--- src/rtl/dmem_resp_if.sv ---
// rtl/dmem_resp_if.sv - load/store request and response bundle between pipeline and dmem_resp
interface dmem_resp_if;
  logic        req_val;
  logic        req_rdy;
  logic        req_wr;
  logic        req_byte;
  logic [31:0] req_addr;
  logic [31:0] req_wdat;
  logic        rsp_val;
  logic [31:0] rsp_rdat;
  logic        rsp_err;

  modport master (
    output req_val, req_wr, req_byte, req_addr, req_wdat,
    input  req_rdy, rsp_val, rsp_rdat, rsp_err
  );

  modport slave (
    input  req_val, req_wr, req_byte, req_addr, req_wdat,
    output req_rdy, rsp_val, rsp_rdat, rsp_err
  );
endinterface

--- src/rtl/dmem_resp.sv ---
// rtl/dmem_resp.sv - byte-lane data-memory responder, big-endian, optional split of misaligned words (DMEM_RESP_SPLIT_EN)
module dmem_resp #(
  parameter int ADDR_W = 8
) (
  input  logic       clk,
  input  logic       reset,
  dmem_resp_if.slave bus
);

  localparam int IDX_W = ADDR_W - 2;
  localparam int DEPTH = 1 << IDX_W;

  typedef enum logic {IDLE, SECOND} state_t;

  state_t state_q, state_d;

  // Word storage; lane k of a word lives in bits [31-8k -: 8]. Not reset.
  logic [31:0] mem [DEPTH];

  logic [1:0]       off;
  logic [IDX_W-1:0] idx_a;
  logic [31:0]      rd_a;
  logic [7:0]       rd_byte;
  logic             unused_addr;

  assign off         = bus.req_addr[1:0];
  assign idx_a       = bus.req_addr[ADDR_W-1:2];
  assign rd_a        = mem[idx_a];
  assign rd_byte     = 8'(rd_a >> {~off, 3'b000});
  assign unused_addr = ^bus.req_addr[31:ADDR_W];

  logic             wr_en;
  logic [IDX_W-1:0] wr_idx;
  logic [3:0]       wr_be;
  logic [31:0]      wr_data;

  logic        rsp_val_q, rsp_val_d;
  logic [31:0] rsp_rdat_q, rsp_rdat_d;
  logic        rsp_err_q, rsp_err_d;

`ifdef DMEM_RESP_SPLIT_EN
  // Fields of a misaligned word request carried into the second RAM cycle.
  logic [1:0]       off_q;
  logic             wr_q;
  logic [IDX_W-1:0] idx_b_q;
  logic [31:0]      wdat_q;
  logic [31:0]      hold_q;
  logic             cap;
  logic [31:0]      rd_b;
  logic [5:0]       sh_lo;
  logic [5:0]       sh_hi;

  assign rd_b  = mem[idx_b_q];
  assign sh_lo = {1'b0, off_q, 3'b000};
  assign sh_hi = 6'd32 - sh_lo;
`endif

  assign bus.req_rdy  = (state_q == IDLE);
  assign bus.rsp_val  = rsp_val_q;
  assign bus.rsp_rdat = rsp_rdat_q;
  assign bus.rsp_err  = rsp_err_q;

  // Next state, RAM write port and response for the current cycle.
  always_comb begin
    state_d    = state_q;
    wr_en      = 1'b0;
    wr_idx     = idx_a;
    wr_be      = 4'b0000;
    wr_data    = 32'h0;
    rsp_val_d  = 1'b0;
    rsp_rdat_d = 32'h0;
    rsp_err_d  = 1'b0;
`ifdef DMEM_RESP_SPLIT_EN
    cap        = 1'b0;
`endif
    case (state_q)
      IDLE: begin
        if (bus.req_val) begin
          if (bus.req_byte) begin
            rsp_val_d = 1'b1;
            wr_en     = bus.req_wr;
            wr_be     = 4'b0001 << off;
            wr_data   = {4{bus.req_wdat[7:0]}};
            if (!bus.req_wr) rsp_rdat_d = {24'h0, rd_byte};
          end
`ifdef DMEM_RESP_SPLIT_EN
          else if (off != 2'd0) begin
            // First half: leading bytes of the store land in lanes off..3 of word A.
            wr_en   = bus.req_wr;
            wr_be   = 4'b1111 << off;
            wr_data = bus.req_wdat >> {off, 3'b000};
            cap     = 1'b1;
            state_d = SECOND;
          end
`endif
          else begin
            rsp_val_d = 1'b1;
            wr_en     = bus.req_wr;
            wr_be     = 4'b1111;
            wr_data   = bus.req_wdat;
            if (!bus.req_wr) rsp_rdat_d = rd_a;
`ifndef DMEM_RESP_SPLIT_EN
            rsp_err_d = (off != 2'd0);
`endif
          end
        end
      end
`ifdef DMEM_RESP_SPLIT_EN
      SECOND: begin
        // Second half: trailing bytes go to lanes 0..off-1 of word B.
        wr_en     = wr_q;
        wr_idx    = idx_b_q;
        wr_be     = ~(4'b1111 << off_q);
        wr_data   = wdat_q << sh_hi;
        rsp_val_d = 1'b1;
        if (!wr_q) rsp_rdat_d = (hold_q << sh_lo) | (rd_b >> sh_hi);
        state_d   = IDLE;
      end
`endif
      default: state_d = IDLE;
    endcase
  end

  // Byte-enabled RAM write; suppressed while reset is high.
  always_ff @(posedge clk) begin
    if (!reset && wr_en) begin
      for (int k = 0; k < 4; k++) begin
        if (wr_be[k]) mem[wr_idx][31-8*k -: 8] <= wr_data[31-8*k -: 8];
      end
    end
  end

  // State and registered response.
  always_ff @(posedge clk) begin
    if (reset) begin
      state_q    <= IDLE;
      rsp_val_q  <= 1'b0;
      rsp_rdat_q <= 32'h0;
      rsp_err_q  <= 1'b0;
    end else begin
      state_q    <= state_d;
      rsp_val_q  <= rsp_val_d;
      rsp_rdat_q <= rsp_rdat_d;
      rsp_err_q  <= rsp_err_d;
    end
  end

`ifdef DMEM_RESP_SPLIT_EN
  // Capture request fields and word A when a split starts.
  always_ff @(posedge clk) begin
    if (reset) begin
      off_q   <= 2'd0;
      wr_q    <= 1'b0;
      idx_b_q <= '0;
      wdat_q  <= 32'h0;
      hold_q  <= 32'h0;
    end else if (cap) begin
      off_q   <= off;
      wr_q    <= bus.req_wr;
      idx_b_q <= idx_a + 1'b1;
      wdat_q  <= bus.req_wdat;
      hold_q  <= rd_a;
    end
  end
`endif

endmodule
--- src/flat_wrapper.sv ---
// flat-port wrapper written by rule: the top's interface ports become plain ports
module dmem_resp_flat 
#(
  parameter int ADDR_W = 8
)
  (clk, reset, bus_req_val, bus_req_wr, bus_req_byte, bus_req_addr, bus_req_wdat, bus_req_rdy, bus_rsp_val, bus_rsp_rdat, bus_rsp_err);
  dmem_resp_if bus_i ();
  input  logic clk;
  input  logic reset;
  input wire logic [$bits(bus_i.req_val)-1:0] bus_req_val;
  input wire logic [$bits(bus_i.req_wr)-1:0] bus_req_wr;
  input wire logic [$bits(bus_i.req_byte)-1:0] bus_req_byte;
  input wire logic [$bits(bus_i.req_addr)-1:0] bus_req_addr;
  input wire logic [$bits(bus_i.req_wdat)-1:0] bus_req_wdat;
  output wire logic [$bits(bus_i.req_rdy)-1:0] bus_req_rdy;
  output wire logic [$bits(bus_i.rsp_val)-1:0] bus_rsp_val;
  output wire logic [$bits(bus_i.rsp_rdat)-1:0] bus_rsp_rdat;
  output wire logic [$bits(bus_i.rsp_err)-1:0] bus_rsp_err;
  assign bus_i.req_val = bus_req_val;
  assign bus_i.req_wr = bus_req_wr;
  assign bus_i.req_byte = bus_req_byte;
  assign bus_i.req_addr = bus_req_addr;
  assign bus_i.req_wdat = bus_req_wdat;
  assign bus_req_rdy = bus_i.req_rdy;
  assign bus_rsp_val = bus_i.rsp_val;
  assign bus_rsp_rdat = bus_i.rsp_rdat;
  assign bus_rsp_err = bus_i.rsp_err;
  dmem_resp #(.ADDR_W(ADDR_W)) u_core (.clk(clk), .reset(reset), .bus(bus_i));
endmodule
--- config.mk ---
export PLATFORM = sky130hd
export DESIGN_NAME = dmem_resp_flat
export DESIGN_NICKNAME = d
export VERILOG_FILES = /design/src/rtl/dmem_resp_if.sv /design/src/rtl/dmem_resp.sv /design/src/flat_wrapper.sv
export SDC_FILE = /design/constraint.sdc
export NUM_CORES = 2
export LEC_CHECK = 0
export CAP_MARGIN = 20
export CORE_MARGIN = 2
export CORE_UTILIZATION = 56
export DETAILED_ROUTE_END_ITERATION = 6
export PLACE_DENSITY = 0.75
export SYNTH_ARGS = -nofsm -noshare
export SYNTH_HDL_FRONTEND = slang
export SYNTH_SLANG_ARGS = --single-unit
--- constraint.sdc ---
create_clock -name clk -period 4.8 [get_ports clk]
set_clock_uncertainty 0.05 [all_clocks]
set_input_delay 0.96 -clock clk [delete_from_list [all_inputs] [get_ports clk]]
set_output_delay 0.96 -clock clk [all_outputs]
set_load 0.02 [all_outputs]
Word-level counts from Yosys, hierarchy flattened. Memories as Yosys holds them, arrays and structs flattened. Index checks and enable logic that the tools add are counted.

Shift-type cells: 2. Multiplexer cells: 21. Bitwise operators: 2. Reduce and logical (&&, ||, !) cells: 5.

Operators with widths (number): 2-to-1 mux 32 bit (4); >> shifter 32 x 5 -> 8 bit (1); 2-to-1 mux 1 bit (14); 2-to-1 mux 4 bit (2); 2-to-1 mux 8 bit (1); << shifter 1 x 2 -> 4 bit, first input constant (1); OR reduction 3 bit (1); inverter 2 bit (1); nonzero test 2 bit (1); OR reduction 2 bit (1); logical AND 1 bit (1); logical NOT 1 bit (1); inverter 1 bit (1).

Register bits after elaboration: 34. RAM bits: 2048. Input port bits: 69. Output and inout bits: 35. Word-level logic and storage cells: 34. Memories kept: 1.

Memories: u_core.mem (depth 64, width 32, read ports 1, clocked after memory_dff 0, write ports 1, line dmem_resp.sv:18) `logic [31:0] mem [DEPTH];`.

Longest topological paths before layout.
Depth after elaboration: 6. Depth in mapped cells: 14. Depth with buffers taken out: 7.

Worst setup path after synthesis. OpenSTA, ideal clock, no wires.

Kind: input port to flip-flop. Start: input bus_req_byte. End: memory u_core.mem[0][31] (data pin). Setup time: 0.725 ns. Arrival: 4.382 ns. Required time: 4.025 ns. Path slack: -0.357 ns. Stages: 5. Buffers on the path: 3. Cell sequence: clkbuf_1 clkbuf_1 clkbuf_1 nand2_1 a21boi_0.

Longest elaborated chain between the ends: 2.

Ends and longest elaborated chain: start: declaration (line flat_wrapper.sv:12) `input wire logic [$bits(bus_i.req_byte)-1:0] bus_req_byte;`; 2-to-1 mux 32 bit (line dmem_resp.sv:79) `if (bus.req_byte) begin`; 2-to-1 mux 32 bit (line dmem_resp.sv:78) `if (bus.req_val) begin`; via u_core.wr_data[31] (line dmem_resp.sv:35) `logic [31:0] wr_data;`; end: declaration (line dmem_resp.sv:18).

The timed path passes the listed nets, and every way through them passes these cells.

Worst setup path in the final report.
Start: input bus_req_addr[6]. End: register u_core.rsp_rdat_q[2], in the netlist u_core.bus.rsp_rdat[2].

Longest elaborated chain between the ends: 4. Elaborated cells on any way between the ends: 5. Those cells by class: 1 x shift; 3 x mux; 1 x memory.

Ends and longest elaborated chain: start: declaration (line flat_wrapper.sv:13) `input wire logic [$bits(bus_i.req_addr)-1:0] bus_req_addr;`; memory read (64 x 32 bit) (*); >> shifter 32 x 5 -> 8 bit (line dmem_resp.sv:29) `assign rd_byte = 8'(rd_a >> {~off, 3'b000});`; 2-to-1 mux 8 bit (line dmem_resp.sv:84) `if (!bus.req_wr) rsp_rdat_d = {24'h0, rd_byte};`; 2-to-1 mux 32 bit (*) (line dmem_resp.sv:79); end signal: assignment (line dmem_resp.sv:143) `rsp_rdat_q <= rsp_rdat_d;`; end: declaration (line dmem_resp.sv:38) `logic [31:0] rsp_rdat_q, rsp_rdat_d;`.

Every way passes the cells marked *; elsewhere a longest branch is shown, timed or not. A chain may end at the register's enable or synchronous reset.

==> results.py <==
metrics = {
    "global_routing": {
        "grt_pass1_vias": 48470,
        "grt_usage_pct": 35.7,
        "gr-total-overflow": 0,
        "grt_max_degree": 65,
        "grt_pass1_wl_um": 367000,
        "antenna_found_initial": 16,
    },
    "cts": {
        "ctsHoldBuffers": 0,
        "cts-resized-gates": 0,
        "clk_pin_slew_worst_paths_ns": 0.07,
        "cts_tree": "done",
        "clockRootBuffer": "clkbuf_16",
        "cts_made_buffers": 199,
        "cts_num_sinks": 2082,
        "htree_levels": 4,
        "cts_buffer_depth": 3,
        "postCtsSetupBuffers": 0,
        "worstSkewPairLatency_ns": 0.86,
    },
    "sta": {
        "tightest_slew_ns": 1.22,
        "drv_slew": 0,
        "max_slew_margin_pct": 16.6,
        "fin_crit_sh_pct": 87.2,
        "rsz0062_at_grt": "false",
        "setup_slack_ns": 0.616,
        "setup_viol": 0,
        "finalHoldViolations": 0,
        "period_needed_ns": 4.18,
        "fmax_mhz": 239,
    },
    "setup_path": {
        "cp_slowest_cell": "a2111oi_0",
        "timing.rr.end": "u_core.bus.rsp_rdat[2]",
        "r2r-start": "u_core.mem[28][10]",
        "cp.required_ns": 5.48,
        "crit_path_end_kind": "register",
        "rrSetupSlack_ns": 1.75,
        "crit_start": "bus_req_addr[6]",
        "worst-setup-path-type": "in2reg",
        "crit_family": "compound AO/OA/AOI/OAI gates",
        "worst_ep_arrival_time_ns": 4.86,
        "cp_max_fo": 13,
        "crit_chain": "clkdlybuf4s50_1 -> buf_4 -> nand3_1 -> a2111oi_0 -> a211oi_1 -> nand4_1 -> o41ai_1 -> buf_4 -> a2111oi_0",
        "cp-start-kind": "primary input",
        "critPathMaxStageDelay_ns": 1.10,
        "crit_buf_inv": 3,
        "reg2reg_depth": 8,
    },
    "yosys": {
        "syn_area_sq_um": 81300,
        "synthArstFlopShare_pct": 0,
        "synth.distinct_cells": 77,
        "syn_nets": 4687,
        "synth_cells": 4618,
        "syn_avg_cell_area_sq_um": 17.6,
        "synth_ff_type": "edfxtp_1",
        "synth-seq-cells": 2082,
        "ys_seq_area_share_pct": 76.5,
        "yosys_warnings": 0,
        "synth_edf_count": 2048,
    },
    "layout": {
        "area_growth_pct": 15.9,
        "post_route_cells_drive_above_1_share_pct": 22.9,
        "final_nets": 5180,
    },
    "power_and_ir_drop": {
        "power_switching_w": 0.00848,
        "power.density_nw_per_um2": 400,
        "p_sw_share_pct": 22.5,
        "power.total_w": 0.0376,
        "leakage_nw": 28.0,
        "ir_drop_mv": 0.316,
        "power_frac_seq_pct": 53.3,
        "combPwrFrac_pct": 6.6,
        "clkPwrFrac_pct": 40.2,
        "p_int_w": 0.0292,
    },
    "floorplanning": {
        "initial_utilization_pct": 56.5,
        "die_h_um": 385,
        "rows": 139,
        "fp.coreArea_sq_um": 144000,
        "die_area_sq_um": 148000,
        "chipWidth_um": 385,
        "ios": 104,
    },
    "detailed_routing": {
        "ant_nets": 0,
        "wire_per_inst_um": 36.8,
        "drt_iter0_drc": 9760,
        "routed_wl_um": 265000,
        "dr.pass1.iters": 7,
        "drt-vias-per-instance": 7.14,
        "num_vias": 51329,
        "drc": 0,
    },
    "flow_run": {
        "max_cap_violations": 0,
    },
    "hold_path": {
        "min_path_type": "in2reg",
        "whs_endpoint": "u_core.bus.rsp_val",
        "hold_start": "reset",
        "hold_path_depth": 3,
    },
    "place": {
        "port_buffers": 78,
        "dp_hpwl_um": 167000,
        "pre_cts_slack_ns": 0.239,
        "place.gp.congestion": 0.994,
    },
    "run_status": {
        "run_status": "completed",
    },
}
-- layout make-up --
class	count	area [sq um]
Inverter	7	36.3
Antenna cell	11	27.5
Fill cell	9367	49600
Tap cell	1903	2380
Sequential cell	2082	62200
Clock inverter	114	992
Multi-Input combinational cell	2185	17800
Timing Repair Buffer	636	5550
Clock buffer	246	5230
-- tightest hold or removal path: stages --
cell,delay (ns)
clkdlybuf4s50_1,0.45
nor2b_1,0.04
buf_4,0.20
-- layout by cell type (no fill, tap or decap), types with 9 or more instances in the layout --
cell             Yosys  layout
mux2_2             190     190
edfxtp_1          2048    2048
clkbuf_1           124      41
buf_4               33     512
mux4_2             115     115
a2111oi_0           11      11
o211ai_1            14      14
o22a_1              18      18
clkinv_2             0      24
nor2_1             321     317
a22o_1              31      31
a211oi_1            20      20
bufinv_16            0      12
o21ai_0             70      70
clkinv_1             1      57
nand3b_1             9       9
a21oi_1             83      83
nand2b_1            58      58
o221ai_1            17      17
a222oi_1            12      12
nor4bb_1             9       9
clkdlybuf4s50_1      0      75
nand3_1             19      15
o2bb2ai_1           18      18
buf_12               1      45
a21boi_4             0      24
a31oi_1             27      27
mux2i_1            150     150
a221oi_1           237     237
diode_2              0      11
clkbuf_16            0     200
nand2_1            172     172
a22oi_1            234     234
dfxtp_1             34      34
o22ai_1             78      78
nand4_1             14      14
nor2b_1             20      14
a221o_1             67      67
-- state kept, by name, indices dropped and copies added (netlist names) --
register	cells
u_core.bus.rsp_rdat	32
u_core.bus.rsp_val	1
u_core.mem	2048
u_core.bus.rsp_err	1
-- how the worst max path moves through the flow --
stage | cells past startpoint | to | slack [ns]
after CTS | 9 | u_core.bus.rsp_rdat[2] | 1.12
after global routing | 9 | u_core.bus.rsp_rdat[2] | 0.85
final | 9 | u_core.bus.rsp_rdat[2] | 0.62
after detailed placement | 8 | u_core.mem[16][24] | 0.24
after floorplan | 5 | u_core.mem[0][31] | -0.36
after global placement | 7 | u_core.bus.rsp_rdat[31] | 0.06
-- metal layers --
metal	wire length (um)	up-vias	track usage, %
met5	189	-	0
met4	18300	22	20.9
met3	46000	934	15.6
met2	111000	4869	49.3
met1	89400	25553	47.0
li1	-	19951	-
-- stage by stage --
| step | instances | instance area (sq um) | util, % | hold WS (ns) | TNS (ns) |
|---|---|---|---|---|---|
| 6_report | 7184 | 94200 | 65.5 | 0.831 | 0 |
| 5_1_grt | 7173 | 94200 | 65.5 | 0.823 | 0 |
| 4_1_cts | 7169 | 94100 | 65.4 | 0.774 | 0 |
| 3_5_place_dp | 6809 | 87900 | 61.1 | 0.806 | 0 |
| 3_3_place_gp | 6808 | 87900 | 61.1 | 0.778 | 0 |
| 2_1_floorplan | 4618 | 81300 | - | 0.586 | -545.39 |
-- cell families (layout without fill, tap and decap cells) --
group / count (synthesis) / count (layout) / share of synthesized area, %
buffers and inverters: 351 / 1003 / 2.14
DFF: 2082 / 2082 / 76.5
muxes: 456 / 456 / 7.68
AOI/OAI and AO/OA: 1018 / 1018 / 9.61
and+or+nand+nor: 710 / 710 / 4.10
other: 1 / 12 / 0.00461
-- synthesized netlist by cell type, types with 6 or more instances --
| cell type | number | share of area (%) |
|---|---|---|
| o221ai_1 | 17 | 0.18 |
| and3b_1 | 9 | 0.097 |
| dfxtp_1 | 34 | 0.84 |
| a221oi_1 | 237 | 2.6 |
| nand2_1 | 172 | 0.79 |
| o22a_1 | 18 | 0.19 |
| buf_1 | 27 | 0.12 |
| clkbuf_1 | 124 | 0.57 |
| and3_1 | 8 | 0.062 |
| nand2b_1 | 58 | 0.45 |
| nand4_1 | 14 | 0.11 |
| a22o_1 | 31 | 0.33 |
| buf_4 | 33 | 0.30 |
| mux2i_1 | 150 | 1.8 |
| nor4_1 | 6 | 0.046 |
| o2bb2ai_1 | 18 | 0.19 |
| and2_1 | 15 | 0.12 |
| a22oi_1 | 234 | 2.2 |
| a2111oi_0 | 11 | 0.12 |
| a211o_1 | 6 | 0.065 |
| nor2_1 | 321 | 1.5 |
| nor3_1 | 10 | 0.062 |
| nor2b_1 | 20 | 0.15 |
| buf_6 | 12 | 0.17 |
| edfxtp_1 | 2048 | 76 |
| a221o_1 | 67 | 0.82 |
| a222oi_1 | 12 | 0.15 |
| o22ai_1 | 78 | 0.60 |
| a21boi_0 | 30 | 0.28 |
| and4b_1 | 8 | 0.098 |
| o211ai_1 | 14 | 0.13 |
| nand3b_1 | 9 | 0.083 |
| nand3_1 | 19 | 0.12 |
| a211oi_1 | 20 | 0.18 |
| mux2_2 | 190 | 2.6 |
| nor3b_1 | 9 | 0.083 |
| o21ai_0 | 70 | 0.43 |
| a21oi_1 | 83 | 0.51 |
| mux4_2 | 115 | 3.2 |
| nor4bb_1 | 9 | 0.11 |
| buf_2 | 146 | 0.90 |
| a31oi_1 | 27 | 0.21 |
-- power by group through the flow --
stage / Combinational [W] / Sequential [W] / Clock (W)
6_report: 0.00248 / 0.0200 / 0.0151
5_1_grt: 0.00250 / 0.0200 / 0.0158
4_1_cts: 0.00236 / 0.0200 / 0.0151
3_5_place_dp: 0.00234 / 0.0204 / 0
3_3_place_gp: 0.00230 / 0.0204 / 0
2_1_floorplan: 0.00121 / 0.0205 / 0
Power figures use the tool's default switching activity.
